==> src/rtl/crossbar_slave_arbiter.sv <==
// Per-slave round-robin arbiter for the 2m2s crossbar family.
// Owns the registered one-hot connection grant for one slave port and holds
// it for a whole transaction: request through slave ack, abort or timeout.
module crossbar_slave_arbiter #(
    parameter int unsigned N_MASTERS = 2,
    parameter int unsigned TIMEOUT   = 0,
    parameter int unsigned TO_W      = 8
) (
    input  logic                         clk,
    input  logic                         rst,
    input  logic [N_MASTERS-1:0]         req_in,
    input  logic                         slave_ack,
    output logic [N_MASTERS-1:0]         grant,
    output logic                         grant_valid,
    output logic [$clog2(N_MASTERS)-1:0] grant_idx,
    output logic                         timeout_err
);

    localparam int unsigned IDX_W = $clog2(N_MASTERS);
    localparam bit TO_EN = (TIMEOUT != 0);
    // Last GRANTED cycle count before the grant is revoked (unused when TO_EN=0)
    localparam logic [TO_W-1:0] TO_LAST = TO_W'(TIMEOUT - 1);
    localparam logic [TO_W-1:0] CNT_MAX = '1;

    typedef enum logic {
        IDLE,
        GRANTED
    } state_t;

    state_t            state;
    logic [TO_W-1:0]   cnt;
    logic [IDX_W-1:0]  last;

    logic              pick_found;
    logic [IDX_W-1:0]  pick_idx;
    logic [IDX_W-1:0]  cand;
    logic              g_req;
    logic              release_grant;

    // Round-robin pick: first requester scanning last+1, last+2, ... (mod N).
    // Scanning from the far end lets the nearest candidate overwrite the result.
    always_comb begin
        pick_found = 1'b0;
        pick_idx   = '0;
        cand       = '0;
        for (int k = int'(N_MASTERS); k >= 1; k--) begin
            cand = IDX_W'((int'(last) + k) % int'(N_MASTERS));
            if (req_in[cand]) begin
                pick_found = 1'b1;
                pick_idx   = cand;
            end
        end
    end

    // Release conditions for the current winner: ack, abort or timeout
    always_comb begin
        g_req         = req_in[grant_idx];
        release_grant = slave_ack || !g_req || (TO_EN && (cnt == TO_LAST));
    end

    // Grant FSM with registered outputs
    always_ff @(posedge clk) begin
        if (rst) begin
            state       <= IDLE;
            grant       <= '0;
            grant_valid <= 1'b0;
            grant_idx   <= '0;
            timeout_err <= 1'b0;
            cnt         <= '0;
            last        <= IDX_W'(N_MASTERS - 1);
        end else begin
            timeout_err <= 1'b0;
            case (state)
                IDLE: begin
                    if (pick_found) begin
                        state       <= GRANTED;
                        grant       <= N_MASTERS'(1) << pick_idx;
                        grant_valid <= 1'b1;
                        grant_idx   <= pick_idx;
                        cnt         <= '0;
                    end
                end
                GRANTED: begin
                    if (release_grant) begin
                        state       <= IDLE;
                        grant       <= '0;
                        grant_valid <= 1'b0;
                        grant_idx   <= '0;
                        last        <= grant_idx;
                        // Only a release that is neither ack nor abort is a timeout
                        timeout_err <= !slave_ack && g_req;
                    end else if (cnt != CNT_MAX) begin
                        cnt <= cnt + TO_W'(1);
                    end
                end
                default: begin
                    state <= IDLE;
                end
            endcase
        end
    end

endmodule

==> config.mk <==
export PLATFORM = sky130hd
export DESIGN_NAME = crossbar_slave_arbiter
export DESIGN_NICKNAME = d
export VERILOG_FILES = /design/src/rtl/crossbar_slave_arbiter.sv
export SDC_FILE = /design/constraint.sdc
export NUM_CORES = 1
export LEC_CHECK = 0
export BUFFER_PORTS_ARGS = -buffer_cell sky130_fd_sc_hd__buf_2
export CAP_MARGIN = 20
export CORE_AREA = 2 2 39 41
export DETAILED_ROUTE_END_ITERATION = 7
export DIE_AREA = 0 0 41 43
export PLACE_DENSITY = 0.39
export SLEW_MARGIN = 20
export SYNTH_ARGS = -nofsm -noshare
export SYNTH_HDL_FRONTEND = slang
export SYNTH_SLANG_ARGS = --single-unit
==> constraint.sdc <==
create_clock -name clk -period 1.2 [get_ports clk]
set_clock_uncertainty 0.05 [all_clocks]
set_input_delay 0.24 -clock clk [delete_from_list [all_inputs] [get_ports clk]]
set_output_delay 0.24 -clock clk [all_outputs]
set_load 0.05 [all_outputs]
==> impl_metrics.yaml <==
clocking:
  htreeDepth: 1
  ctsHoldBuffers: 0
  cts_made_buffers: 3
  cts_max_path_buffers: 2
  cts_root_buf: "clkbuf_4"
  cts_setup_buffers: 0
  clkTransAtPathRegs_ps: 60
  cts_tree: "done"
  clk-insertion-delay-late_ps: 260
  cts_num_sinks: 6
power_and_ir_drop:
  p_leak_uw: 0.000175
  combPwrFrac_pct: 20.5
  seqPwrFrac_pct: 41.3
  p_total_uw: 561
  vdd_drop_max_mv: 0.557
  pwr-share-clk_pct: 38.2
  powerDensity_mw_per_mm2: 1430
  power_switching_share_pct: 32.4
  p_int_uw: 380
  power_switching_uw: 182
synthesis:
  synth_top_area_share_pct: 39.7
  synth-compound-area-share_pct: 26.0
  post-synth-top-area-cell: "dfxtp_1"
  synth-xor-area-share_pct: 0
  yosys_warnings: 0
  avgSynthCellArea_um2: 8.18
  yosys-top-cells-area: "dfxtp_1 (40%), a21oi_1 (5.0%), a221oi_2 (5.0%), inv_1 (5.0%), mux2_2 (3.7%)"
  ys_ff_latch: 6
  syn_nets: 42
  synth_mux_area_share_pct: 3.72
  synthSimpleGateAreaFrac_pct: 19.0
  syn-cell-area_um2: 303
  ys_types: 22
  syn_inst: 37
  seq_area_frac_synth_pct: 39.7
  synth_top_family_by_area: "compound AO/OA/AOI/OAI gates"
  synthAdderAreaFrac_pct: 0
worst_setup_path:
  critPathKind: "flop to output pin"
  crit_arrival_ps: 860
  start_kind: "flop"
  endpoint: "grant_idx"
  cp.depth: 1
  critPathTopFamily: "flip-flops"
  r2r_start: "grant[1]"
  startpoint: "grant[1]"
  crit_chain: "buf_4"
  cp_num_buf_inv: 1
  max_stage_delay_ps: 390
  endpoint_kind: "output pin"
  crit_path_max_fanout: 10
  reg2reg_to: "grant[0]"
  cp_slowest_cell: "dfxtp_4"
  worst-r2r-setup-slack_ps: 130
  timing.critical_path.required_ps: 910
  reg2reg_depth: 3
drt:
  drc: 0
  vias: 290
  postRouteAntennaNets: 0
  drt_iter0_markers: 5
  wire_per_inst_um: 10.4
  wl_um: 665
  vias_per_cell: 4.53
  drt_pass1_iterations: 3
placed_design:
  placed_area_um2: 360
  gp_congestion: 0.672
  io_buffer_count: 9
grt:
  antenna_found_initial: 0
  grt-busiest-layer: "met2"
  grt_overflow: 0
  grt_util_met2_pct: 12.8
  grt_pass1_wl_mm: 1.06
  grt_max_degree: 11
  grt_pass1_vias: 254
  track_usage_pct: 9.92
  use_met3_pct: 7.85
  gr-usage-met1_pct: 9.90
finish:
  layout_common_cells: "buf_2 (7), inv_1 (4), dfxtp_1 (4)"
  fill_cells: 156
  mostFrequentLayoutCell: "buf_2"
  num_antenna_cells: 0
  drive_gt1_share_pct: 35.4
  synthToLayoutAreaGrowth_pct: 29.3
  multi_input_area_um2: 151
  nNetsFinal: 54
  fin_area_um2: 392
  seqCellArea_um2: 125
floorplan:
  chipWidth_um: 41
  coreArea_mm2: 0.00138
  dieArea_mm2: 0.00176
  die_h_um: 43
  initial_core_util_pct: 21.9
  io_pins: 10
  core.rowCount: 14
timing:
  post-route-min-period_ps: 1150
  final-max-slew-violation-count: 0
  setup_violations: 0
  clock.fmax_mhz: 869
  grt_setup_unrepaired: "true"
  hold_violations: 0
  fin_crit_sh_pct: 95.9
min_path:
  hold_path_class: "primary input to flop"
run_status:
  status: "complete, no violations"
flow_run:
  cap_violations: 0
[worst min path at each step]
stage | startpoint | cells past startpoint | endpoint | slack (ps)
6_report | rst | 2 | grant_valid | 170
5_1_grt | rst | 2 | grant_valid | 160
2_1_floorplan | rst | 1 | grant_valid | 250
4_1_cts | rst | 2 | grant_valid | 170
3_3_place_gp | grant[0] | 2 | grant[0] | 430
3_5_place_dp | grant[0] | 2 | grant[0] | 440
[cell usage after synthesis]
| library cell | instances |
|---|---|
| nor2_1 | 3 |
| nand3_1 | 2 |
| buf_4 | 1 |
| or2b_1 | 1 |
| nor2b_1 | 1 |
| o41ai_1 | 1 |
| o221ai_1 | 1 |
| o21ai_0 | 2 |
| o22ai_1 | 1 |
| a221oi_2 | 1 |
| nand4_1 | 1 |
| a31oi_1 | 1 |
| dfxtp_1 | 6 |
| nand4b_1 | 1 |
| inv_1 | 4 |
| inv_2 | 1 |
| a21oi_1 | 3 |
| conb_1 | 1 |
| mux2_2 | 1 |
| clkbuf_2 | 1 |
| a211o_1 | 1 |
| nand2_1 | 2 |
[flip-flops by register name, indices dropped and copies added (netlist names)]
name         flops
timeout_err      1
grant_valid      1
state            1
grant            2
last             1
[area by class of cell]
cell class              instances  share of cell area, %
well taps                      16                   5.11
clock buffers                   4                   6.71
repair buffers                  9                   12.8
flip-flops and latches          6                   31.9
inverters                       5                   4.79
multi-input cells              24                   38.7
[routing by layer]
metal,up-vias,part of all wire [%]
li1,150,-
met1,128,40
met2,8,48
met3,4,8.6
met4,0,3.0
met5,-,0
[power by group through the flow]
| stage | logic [uW] | clock network (uW) | registers (uW) |
|---|---|---|---|
| 2_1_floorplan | 57.3 | 0 | 264 |
| 3_5_place_dp | 113 | 0 | 236 |
| 6_report | 115 | 215 | 232 |
| 4_1_cts | 113 | 224 | 232 |
| 3_3_place_gp | 113 | 0 | 236 |
| 5_1_grt | 124 | 244 | 235 |
[cell families after synthesis]
| group | count (synthesis) |
|---|---|
| simple gates | 11 |
| compound gates | 11 |
| flops | 6 |
| buf+inv | 7 |
| other cells | 1 |
| mux | 1 |
[stage by stage]
step	setup TNS, ps	std cells	worst slack, ps	util (%)	hold slack [ps]
after floorplan	-36.3	37	-36.3	-	249
after global placement	0	60	129	26.0	432
after detailed placement	0	60	111	26.0	436
after CTS	-46.5	64	-23.6	27.9	167
after global routing	-2.01	64	-1.62	28.3	164
final	0	64	49.1	28.3	169
[repair_timing]
| item | in CTS | in global routing |
|---|---|---|
| endpoints found under the setup margin | 2 | 2 |
| endpoints found under the hold margin | 0 | 0 |
| gates resized for setup | 0 | 4 |
(Power assumes the default switching activity.)
